==> src/rtl/servo_cmd_ramp.sv <==
// -----------------------------------------------------------------------------
// servo_cmd_ramp
//   Turns angle commands (0..ANGLE_MAX deg) into a servo pulse width, in clk
//   cycles, that feeds the duty input of the servo PWM stage. The pulse width
//   moves toward the commanded target once per servo frame, so the servo never
//   jumps. The frame counter runs at the PWM period, keeping duty updates
//   aligned to PWM frame boundaries.
//
// Build option:
//   SERVO_RAMP_EN defined   : duty_o moves at most RAMP_STEP per frame.
//   SERVO_RAMP_EN undefined : duty_o takes the full target at the next frame
//                             boundary (RAMP_STEP has no effect).
//
// Ports:
//   clk          system clock
//   rst          synchronous reset, active-high
//   cmd_valid    angle command valid
//   cmd_angle    commanded angle, deg (values above ANGLE_MAX are clamped)
//   cmd_ready    block accepts a command this cycle
//   duty_o       current pulse width, cycles
//   frame_tick   1-cycle pulse on the last cycle of each frame
//   busy         duty_o differs from the target
//   range_err    sticky: an accepted angle exceeded ANGLE_MAX (cleared by rst)
//   dbg_state_o  current FSM state (IDLE=0, CALC=1, RAMP=2), for observation
//
// Handshake: a command transfers on a rising clk edge where cmd_valid and
// cmd_ready are both high; cmd_angle is captured on that edge. cmd_ready is
// registered and drops for exactly the one CALC cycle after each transfer.
// -----------------------------------------------------------------------------
module servo_cmd_ramp #(
  parameter int CLK_IN     = 50_000_000,
  parameter int FREQ_SERVO = 50,
  parameter int MIN_PULSE  = 50_000,
  parameter int MAX_PULSE  = 100_000,
  parameter int ANGLE_MAX  = 180,
  parameter int RAMP_STEP  = 2_500,
  parameter int DUTY_W     = 17
) (
  input  logic              clk,
  input  logic              rst,
  input  logic              cmd_valid,
  input  logic [7:0]        cmd_angle,
  output logic              cmd_ready,
  output logic [DUTY_W-1:0] duty_o,
  output logic              frame_tick,
  output logic              busy,
  output logic              range_err,
  output logic [1:0]        dbg_state_o
);

  localparam int FRAME_CYCLES = CLK_IN / FREQ_SERVO;
  localparam int CNT_W        = (FRAME_CYCLES > 1) ? $clog2(FRAME_CYCLES) : 1;
  localparam int STEP_PER_DEG = (MAX_PULSE - MIN_PULSE) / ANGLE_MAX;
  localparam int CENTER       = MIN_PULSE + 90 * STEP_PER_DEG;

  localparam logic [CNT_W-1:0]  CNT_LAST    = CNT_W'(FRAME_CYCLES - 1);
  localparam logic [DUTY_W-1:0] CENTER_D    = DUTY_W'(CENTER);
  localparam logic [7:0]        ANGLE_MAX_B = 8'(ANGLE_MAX);

  // Without the ramp the per-frame limit is the widest possible difference,
  // so every boundary lands exactly on the target through the same datapath.
`ifdef SERVO_RAMP_EN
  localparam logic [DUTY_W:0] STEP_LIM = (DUTY_W+1)'(RAMP_STEP);
`else
  localparam logic [DUTY_W:0] STEP_LIM = {(DUTY_W+1){1'b1}} | (DUTY_W+1)'(RAMP_STEP);
`endif

  typedef enum logic [1:0] {
    S_IDLE = 2'd0,
    S_CALC = 2'd1,
    S_RAMP = 2'd2
  } state_t;

  state_t            state_q;
  logic [CNT_W-1:0]  cnt_q, cnt_d;
  logic              tick_q;
  logic [DUTY_W-1:0] duty_q, duty_d;
  logic [DUTY_W-1:0] target_q, target_d;
  logic [7:0]        angle_q, angle_d;
  logic              ready_q;
  logic              err_q;
  logic              xfer;
  logic [DUTY_W:0]   dw, tw, diff;

  assign xfer    = cmd_valid && ready_q;
  assign angle_d = (cmd_angle > ANGLE_MAX_B) ? ANGLE_MAX_B : cmd_angle;

  // Largest angle times STEP_PER_DEG stays inside DUTY_W bits.
  assign target_d = DUTY_W'(MIN_PULSE) + DUTY_W'(angle_q) * DUTY_W'(STEP_PER_DEG);

  always_comb begin
    cnt_d = (cnt_q == CNT_LAST) ? '0 : cnt_q + 1'b1;
  end

  // Slew toward the target in one extra bit so the difference cannot wrap;
  // the partial step is taken only when it stays short of the target.
  always_comb begin
    dw     = {1'b0, duty_q};
    tw     = {1'b0, target_q};
    diff   = '0;
    duty_d = duty_q;
    if (tw >= dw) begin
      diff   = tw - dw;
      duty_d = (diff <= STEP_LIM) ? target_q : DUTY_W'(dw + STEP_LIM);
    end else begin
      diff   = dw - tw;
      duty_d = (diff <= STEP_LIM) ? target_q : DUTY_W'(dw - STEP_LIM);
    end
  end

  always_ff @(posedge clk) begin
    if (rst) begin
      state_q  <= S_IDLE;
      cnt_q    <= '0;
      tick_q   <= 1'b0;
      duty_q   <= CENTER_D;
      target_q <= CENTER_D;
      angle_q  <= 8'd90;
      ready_q  <= 1'b1;
      err_q    <= 1'b0;
    end else begin
      cnt_q  <= cnt_d;
      tick_q <= (cnt_d == CNT_LAST);

      // Uses target_q as it was before this edge, so a target written in the
      // same cycle (CALC) only takes effect from the following tick.
      if (tick_q) duty_q <= duty_d;

      if (xfer) begin
        angle_q <= angle_d;
        if (cmd_angle > ANGLE_MAX_B) err_q <= 1'b1;
      end

      case (state_q)
        S_IDLE: begin
          if (xfer) begin
            state_q <= S_CALC;
            ready_q <= 1'b0;
          end
        end
        S_CALC: begin
          target_q <= target_d;
          state_q  <= S_RAMP;
          ready_q  <= 1'b1;
        end
        S_RAMP: begin
          // A new command restarts CALC; the latest angle wins.
          if (xfer) begin
            state_q <= S_CALC;
            ready_q <= 1'b0;
          end else if (duty_q == target_q) begin
            state_q <= S_IDLE;
          end
        end
        default: begin
          state_q <= S_IDLE;
          ready_q <= 1'b1;
        end
      endcase
    end
  end

  assign cmd_ready   = ready_q;
  assign duty_o      = duty_q;
  assign frame_tick  = tick_q;
  assign busy        = (duty_q != target_q);
  assign range_err   = err_q;
  assign dbg_state_o = state_q;

endmodule
==> config.mk <==
export PLATFORM = sky130hd
export DESIGN_NAME = servo_cmd_ramp
export DESIGN_NICKNAME = d
export VERILOG_FILES = /design/src/rtl/servo_cmd_ramp.sv
export SDC_FILE = /design/constraint.sdc
export NUM_CORES = 1
export LEC_CHECK = 0
export CORE_MARGIN = 2
export CORE_UTILIZATION = 55
export DETAILED_ROUTE_END_ITERATION = 10
export GPL_TIMING_DRIVEN = 0
export PLACE_DENSITY = 0.75
export SETUP_SLACK_MARGIN = 0.1
export SYNTH_ARGS = -nofsm -noshare
export SYNTH_HDL_FRONTEND = slang
export SYNTH_SLANG_ARGS = --single-unit
==> constraint.sdc <==
create_clock -name clk -period 10.2 [get_ports clk]
set_input_delay 1.53 -clock clk [delete_from_list [all_inputs] [get_ports clk]]
set_output_delay 1.53 -clock clk [all_outputs]
set_load 0.01 [all_outputs]
Word level (Yosys, flattened, before mapping)
Index checks and enable logic that the tools add are counted.
{ "op_classes": {"n_mux": 9, "bitwise_logic": 1, "n_mul": 1, "n_eq_ne": 8, "addsub": 6, "reduce_logical": 6, "n_lt_le_gt_ge": 4} }
{ "op_table": {"columns": ["operator", "n"], "rows": [
  ["two-way mux 17 bit", 3],
  ["== test 20 bit, second input constant", 2],
  ["<= comparator 18 bit, second input constant", 2],
  ["subtractor 17 x 17 -> 18 bit", 2],
  ["adder 20 x 1 -> 20 bit, second input constant", 1],
  ["two-way mux 20 bit", 1],
  ["adder 16 x 17 -> 17 bit, first input constant", 1],
  ["adder 17 bit, second input constant", 1],
  ["== test 17 bit", 1],
  [">= comparator 17 bit", 1],
  ["multiplier 8 x 9 -> 17 bit, second input constant", 1],
  ["!= test 17 bit", 1],
  ["subtractor 17 bit, second input constant", 1],
  ["greater-than comparator 8 bit, second input constant", 1],
  ["two-way mux 8 bit", 1],
  ["two-way mux 2 bit", 3],
  ["one-hot mux 2 bit (3 select lines)", 1],
  ["AND reduction 2 bit", 2],
  ["OR reduction 2 bit", 2],
  ["!= test 3 bit, second input constant", 1],
  ["== test 2 x 1 -> 1 bit, second input constant", 1],
  ["== test 2 bit, second input constant", 1],
  ["zero test 2 bit", 1],
  ["!= test 2 bit, second input constant", 1],
  ["2 further kinds", 2]
]} }
{ "word_totals": {"elab_cells": 43, "regBits": 67, "out_inout_bits": 23, "input_bits": 11} }

Longest topological paths before layout
Gate-level depths: netlist of the first run.
{ "logic_depth": {"word_depth": 4, "mapped_depth": 13, "ltp_nobuf": 13} }

Worst setup path before layout of the first run
Ideal clock, no wire load.
{ "synth_timing": {"path_type": "reg2reg", "from": "register angle_q[6]", "to": "register target_q[16]", "path_buffers": 0, "required_ns": 10.073, "t_arrival_ns": 3.251, "path_stages_with_launch": 12, "setup_time_ns": 0.127, "period_less_slack_ns": 3.378, "path_slack_ns": 6.822, "path_cell_list": "dfxtp_1 -> inv_1 -> ha_1 -> fa_1 -> fa_1 -> ha_1 -> a211oi_1 -> o21ai_0 -> nand2_1 -> a2111oi_2 -> a2111o_1 -> o211ai_1"} }
{ "synth_via": {"elab_chain_cells": 2} }
{ "synth_lines": {"columns": ["element", "line_no", "text"], "rows": [
  ["from (decl)", "79", "logic [7:0] angle_q, angle_d;"],
  ["from (signal assigned)", "130", "angle_q <= angle_d;"],
  ["multiplier 8 x 9 -> 17 bit", "89", "assign target_d = DUTY_W'(MIN_PULSE) + DUTY_W'(angle_q) * DUTY_W'(STEP_PER_DEG);"],
  ["adder 16 x 17 -> 17 bit", "89", null],
  ["to (signal assigned)", "142", "target_q <= target_d;"],
  ["to (decl)", "78", "logic [DUTY_W-1:0] target_q, target_d;"]
]} }
No other way between the ends.
A chain may end at the register's enable or synchronous reset.

Final worst setup path of the first run
Same ends and word-level chain as after synthesis.

==> results of run 1 <==
final cells by class:
class	count	area, um2
fillers	627	2520
multi-input cells	327	2500
flip-flops and latches	67	1340
repair buffers	33	330
inverters	45	169
clock buffers	12	155
well taps	99	124
plain buffers	16	63.8
clock inverters	2	12.5
flip-flops by register name (all words and copies together) (netlist names):
register	cells
range_err	1
cmd_ready	1
frame_tick	1
duty_o	17
cnt_q	20
dbg_state_o	2
angle_q	8
target_q	17
synthesized netlist by cell type (4+ instances only):
master,number
dfxtp_1,67
ha_1,52
inv_1,45
nor2_1,42
nand2_1,39
a21oi_1,21
mux2i_1,15
o21ai_0,15
o211ai_1,12
xor2_1,12
clkbuf_1,11
nand3_1,11
fa_1,10
a211oi_1,9
nand4_1,9
xnor2_1,8
nor3_1,7
nand2b_1,5
o21a_1,5
and3_1,4
nor2b_1,4
nor4_1,4
layer usage:
metal	wire length (um)	track usage, %	part of all wire (%)	up-vias
met5	0	0	0	-
met4	49	5.00	0.59	0
met3	354	4.69	4.3	6
met2	3660	33.1	44	61
met1	4250	29.4	51	1506
li1	-	-	-	1668
worst max path at each step:
stage,from,endpoint,slack (ns)
finish,angle_q[6],target_q[16],6.44
CTS,angle_q[6],target_q[16],6.43
detailed placement,angle_q[6],target_q[16],6.43
floorplan,angle_q[6],target_q[16],6.82
global route,angle_q[6],target_q[16],6.12
global placement,angle_q[6],target_q[16],6.50
tightest hold or removal path: stages, from the launching register on:
cell     delay (ns)
dfxtp_1        0.33
nor2_1         0.04
nor2_1         0.07
kinds of logic after synthesis:
logic type	share of synthesized area [%]
xor gates and xnor gates	4.30
AOI/OAI and AO/OA	13.9
and+or+nand+nor	18.6
muxes	3.69
DFF	32.9
buffers and inverters	5.71
adders and majority gates	20.9
power by group through the flow:
| stage | combinational [mW] | clock (mW) | sequential (mW) |
|---|---|---|---|
| final | 0.226 | 0.192 | 0.286 |
| after global routing | 0.256 | 0.208 | 0.287 |
| after CTS | 0.226 | 0.196 | 0.286 |
| after detailed placement | 0.223 | 0 | 0.292 |
| after global placement | 0.218 | 0 | 0.291 |
| after floorplan | 0.168 | 0 | 0.288 |
through the flow:
stage | cell area, um2 | util, % | power, mW | hold slack [ns] | worst slack, ns
finish | 4700 | 65.1 | 0.703 | 0.474 | 6.44
CTS | 4700 | 65.1 | 0.707 | 0.478 | 6.43
detailed placement | 4530 | 62.8 | 0.514 | 0.467 | 6.43
global placement | 4530 | 62.8 | 0.509 | 0.464 | 6.50
global route | 4700 | 65.1 | 0.751 | 0.502 | 6.12
floorplan | 4070 | - | 0.456 | 0.444 | 6.82
==> flow_summary_export.csv, run 1 <==
group,metric,value,unit
route,antenna_left,0,
synthesis,netlist_instances,455,
worst_setup_path,cp-end-kind,"register",
hold_path,min_path_cells,2,
sta,finalHoldViolations,0,
sta,grt_setup_unrepaired,"no",
worst_setup_path,critical-path-top-delay-family,"adder cells",
final_layout,antenna_cells,0,
route,wirelength,8310,um
route,avgRoutedWirePerCell,13.8,um
power,ir_drop,0.0000681,V
worst_setup_path,slowest_stage,"fa_1",
global_routing,grt_max_degree,11,
floorplan,num_rows,31,
global_routing,grt_pass1_wl,14000,um
hold_path,min-delay-start,"range_err",
sta,finalCritPeriodShare,36.9,%
worst_setup_path,path_cells,"inv_1 > ha_1 > fa_1 > fa_1 > ha_1 > a211oi_1 > o21ai_0 > nand2_1 > a2111oi_2 > a2111o_1 > o211ai_1",
synthesis,ys_ff_latch,67,
sta,final-setup-viol-count,0,
clocking,cts_made_buffers,9,
synthesis,syn_area_per_cell,8.95,um2
synthesis,syn_area,4070,um2
hold_path,hold_path_end,"range_err",
final_layout,drive_gt1_share,4.98,%
final_layout,layout_common_cells,"dfxtp_1, ha_1, inv_1, nor2_1, nand2_1",
final_layout,finalNetCount,572,
placement,port_buffers,33,
power,power_density,150,nW/um2
clocking,htreeDepth,3,
floorplan,coreArea,7210,um2
placement,placedCellCount,587,
worst_setup_path,r2r_slack,6.44,ns
floorplan,start_util,56.5,%
floorplan,die_width,90.1,um
run,drv_cap,0,
route,via_per_inst,5.39,
power,clockPowerShare,27.2,%
final_layout,layoutNonFillerInstCount,601,
worst_setup_path,rr_startpoint,"angle_q[6]",
power,p_sw_share,33.2,%
clocking,clk_latency,0.33,ns
route,drt_iter0_markers,126,
global_routing,antenna_found_initial,0,
sta,fin_crit,3.76,ns
synthesis,synth_ff_type,"dfxtp_1",
worst_setup_path,r2r_end,"target_q[16]",
clocking,post-cts-setup-buffers,0,
clocking,cts_tree,"done",
floorplan,dieArea,8110,um2
worst_setup_path,cp.depth,11,
clocking,clk_pin_slew_worst_paths,0.07,ns
floorplan,dieHeight,90.1,um
clocking,cts_root_buf,"clkbuf_8",
worst_setup_path,reg2reg_depth,11,
sta,fmax,266,MHz
worst_setup_path,arrival,3.98,ns
global_routing,grt_use_total,21.0,%
global_routing,overflow,0,
worst_setup_path,cp_max_fo,5,
power,p_comb_share,32.1,%
clocking,cts_sinks,67,
synthesis,yosys.cell_types.count,54,
synthesis,yosys.area.top_type,"dfxtp_1",
synthesis,synthTopCellsByArea,"dfxtp_1, ha_1, fa_1, inv_1, nor2_1",
sta,skew,0.00951,ns
synthesis,syn-num-nets,528,
run_status,outcome,"completed",
sta,worstMarginPinSlew,0.646,ns
sta,max-slew-margin-rel,56.9,%
worst_setup_path,startpoint_type,"register",
worst_setup_path,worstPathRequired,10.41,ns
sta,slew_violations,0,
placement,place_congestion,0.856,
power,p_seq_share,40.6,%
clocking,cts_resized,0,
synthesis,yosys_warnings,0,
synthesis,ys_async_sr_fraction,0,%
sta,setup_tns,0,ns
worst_setup_path,criticalPathCategory,"register to register",
route,vias,3241,
final_layout,area_delta_synth_final,15.3,%
power,p_int,470,uW
worst_setup_path,slowest_delay,0.50,ns
floorplan,ioPinCount,34,
route,firstDrtPassIters,4,
synthesis,synth_edf_count,0,
final_layout,final_common_cell,"dfxtp_1",
synthesis,synthDominantCellAreaShare,32.9,%
power,p_sw,233,uW
synthesis,ys_seq_area_share,32.9,%
clocking,cts-hold-fix-buffers,0,
clocking,cts_buffer_depth,2,
route,route.detailed.drc,0,
placement,hpwlAfterDp,6560,um
global_routing,first_global_vias,3010,
worst_setup_path,path_buf_inv,1,
hold_path,hold_class,"register to register",
power,cellLeakagePower,2.01,nW
Note: power is estimated with default switching activity, not from simulation.
==> run 2, diff against run 1 <==
Clock period 10.2 ns to 3.8 ns, I/O delays scaled along.
==> run 2 against run 1 <==
Net effect: sequential cell count did not move; sequential power rose to 2.7 times the previous value; clock power rose to 2.7 times the previous value; via count rose by 1.0%; core utilization rose by 0.50 points; fmax rose by 7.7%; worst setup slack got worse by 6.1 ns; sequential share of layout area fell by 0.17 points; cell area rose by 0.77%; final cell count did not move; critical path depth rose by 2; worst hold slack barely moved; largest cell class unchanged; highest routed layer unchanged.
==> flow_summary_export.csv, run 2 (synthesis results as in run 1) <==
group,metric,value,unit
route,vias,3274,
sta,final-setup-viol-count,0,
final_layout,drive_gt1_share,6.57,%
worst_setup_path,path_cells,"ha_1 > inv_1 > fa_1 > inv_1 > fa_1 > ha_1 > ha_1 > o21ai_1 > o21ai_1 > nand2_1 > a2111oi_4 > a2111o_1 > o211ai_1",
final_layout,layoutNonFillerInstCount,601,
sta,slew_violations,0,
clocking,clk_latency,0.33,ns
worst_setup_path,slowest_delay,0.45,ns
global_routing,antenna_found_initial,0,
route,wirelength,8360,um
floorplan,ioPinCount,34,
power,ir_drop,0.000180,V
global_routing,first_global_vias,3000,
clocking,cts_made_buffers,9,
final_layout,antenna_cells,0,
placement,dp_slack,0.0281,ns
clocking,cts_sinks,67,
global_routing,met3_usage,4.69,%
global_routing,overflow,0,
sta,setup_tns,0,ns
placement,place_congestion,0.856,
sta,worstMarginPinSlew,0.631,ns
run,drv_cap,0,
global_routing,grtUsageMet2,33.0,%
worst_setup_path,slowest_stage,"a2111oi_4",
sta,fmax,286,MHz
route,route.detailed.drc,0,
route,antenna_left,0,
sta,max-slew-margin-rel,57.7,%
worst_setup_path,critical-path-top-delay-family,"adder cells",
final_layout,layout_common_cells,"dfxtp_1, ha_1, inv_1, nor2_1, nand2_1",
sta,finalCritPeriodShare,91.9,%
sta,hold_ws,0.474,ns
clocking,cts_buffer_depth,2,
final_layout,area_delta_synth_final,16.2,%
final_layout,finalNetCount,572,
placement,port_buffers,33,
route,firstDrtPassIters,4,
sta,finalHoldViolations,0,
global_routing,grt_max_degree,11,
power,power_density,408,nW/um2
global_routing,use_met1,29.4,%
sta,skew,0.00944,ns
final_layout,largest_register,"cnt_q",
worst_setup_path,startpoint_type,"register",
run_status,outcome,"completed",
worst_setup_path,cp_max_fo,5,
floorplan,dieArea,8110,um2
floorplan,start_util,56.5,%
power,cellLeakagePower,2.01,nW
floorplan,die_width,90.1,um
final_layout,largest_register_ffs,20,
hold_path,hold_class,"register to register",
floorplan,coreArea,7210,um2
route,avgRoutedWirePerCell,13.9,um
clocking,htreeDepth,3,
global_routing,grt_pass1_wl,14000,um
sta,fin_ws,0.307,ns
global_routing,grt_busiest_layer,"met2",
sta,fin_crit,3.49,ns
placement,placedCellCount,587,
clocking,clk_pin_slew_worst_paths,0.07,ns
floorplan,num_rows,31,
power,total_power,1.93,mW
clocking,cts_tree,"done",
placement,hpwlAfterDp,6560,um
route,via_per_inst,5.45,
final_layout,final_common_cell,"dfxtp_1",
worst_setup_path,crit_top_cell,"ha_1",
worst_setup_path,arrival,3.71,ns
worst_setup_path,criticalPathCategory,"register to register",
worst_setup_path,cp-end-kind,"register",
worst_setup_path,path_buf_inv,2,
worst_setup_path,worstPathRequired,4.01,ns
clocking,cts_root_buf,"clkbuf_8",
route,drt_iter0_markers,137,
global_routing,grt_use_total,21.0,%
floorplan,dieHeight,90.1,um
sta,grt_setup_unrepaired,"no",
clocking,post-cts-setup-buffers,0,
run 2: worst register-to-register path: stages, from the launching register on:
cell,delay (ns)
dfxtp_2,0.37
ha_1,0.29
inv_1,0.05
fa_1,0.36
inv_1,0.08
fa_1,0.41
ha_1,0.31
ha_1,0.34
o21ai_1,0.12
o21ai_1,0.20
nand2_1,0.14
a2111oi_4,0.45
a2111o_1,0.21
o211ai_1,0.07
run 2: power breakdown:
part           leakage [nW]  internal [mW]  total (mW)  switching [mW]
clock                0.0843          0.264       0.514           0.249
combinational          1.38          0.282       0.647           0.365
sequential            0.545          0.732       0.768          0.0355
total                  2.01           1.28        1.93           0.650
run 2: worst paths after layout:
| check | from | cells past startpoint | to | slack [ns] |
|---|---|---|---|---|
| worst max-delay path | angle_q[5] | 13 | target_q[16] | 0.31 |
| worst min-delay path | range_err | 2 | range_err | 0.47 |
| worst max register to register | angle_q[5] | 13 | target_q[16] | 0.31 |
| worst min register to register | range_err | 2 | range_err | 0.47 |
run 2: through the flow:
step	utilization, %	instance area, um2
floorplan	-	4070
global placement	62.8	4530
detailed placement	62.8	4530
CTS	65.3	4710
global route	65.6	4730
finish	65.6	4730
run 2: cell type report:
class,count,area (um2)
inverter,45,169
buffer,16,63.8
fill,624,2480
clock buffer,12,155
timing repair buffer,33,330
clock inverter,2,12.5
tap,99,124
multi-input combinational,327,2530
sequential,67,1340
run 2: metal layers:
| layer | vias up | wire [um] |
|---|---|---|
| met5 | - | 0 |
| met4 | 0 | 29 |
| met3 | 4 | 393 |
| met2 | 65 | 3690 |
| met1 | 1541 | 4250 |
| li1 | 1664 | - |
run 2: what timing repair did:
action | CTS | global route
endpoints found under the setup margin | 3 | 5
hold buffers | 0 | 0
gates resized for setup | 2 | 11
pin swaps | 0 | 5
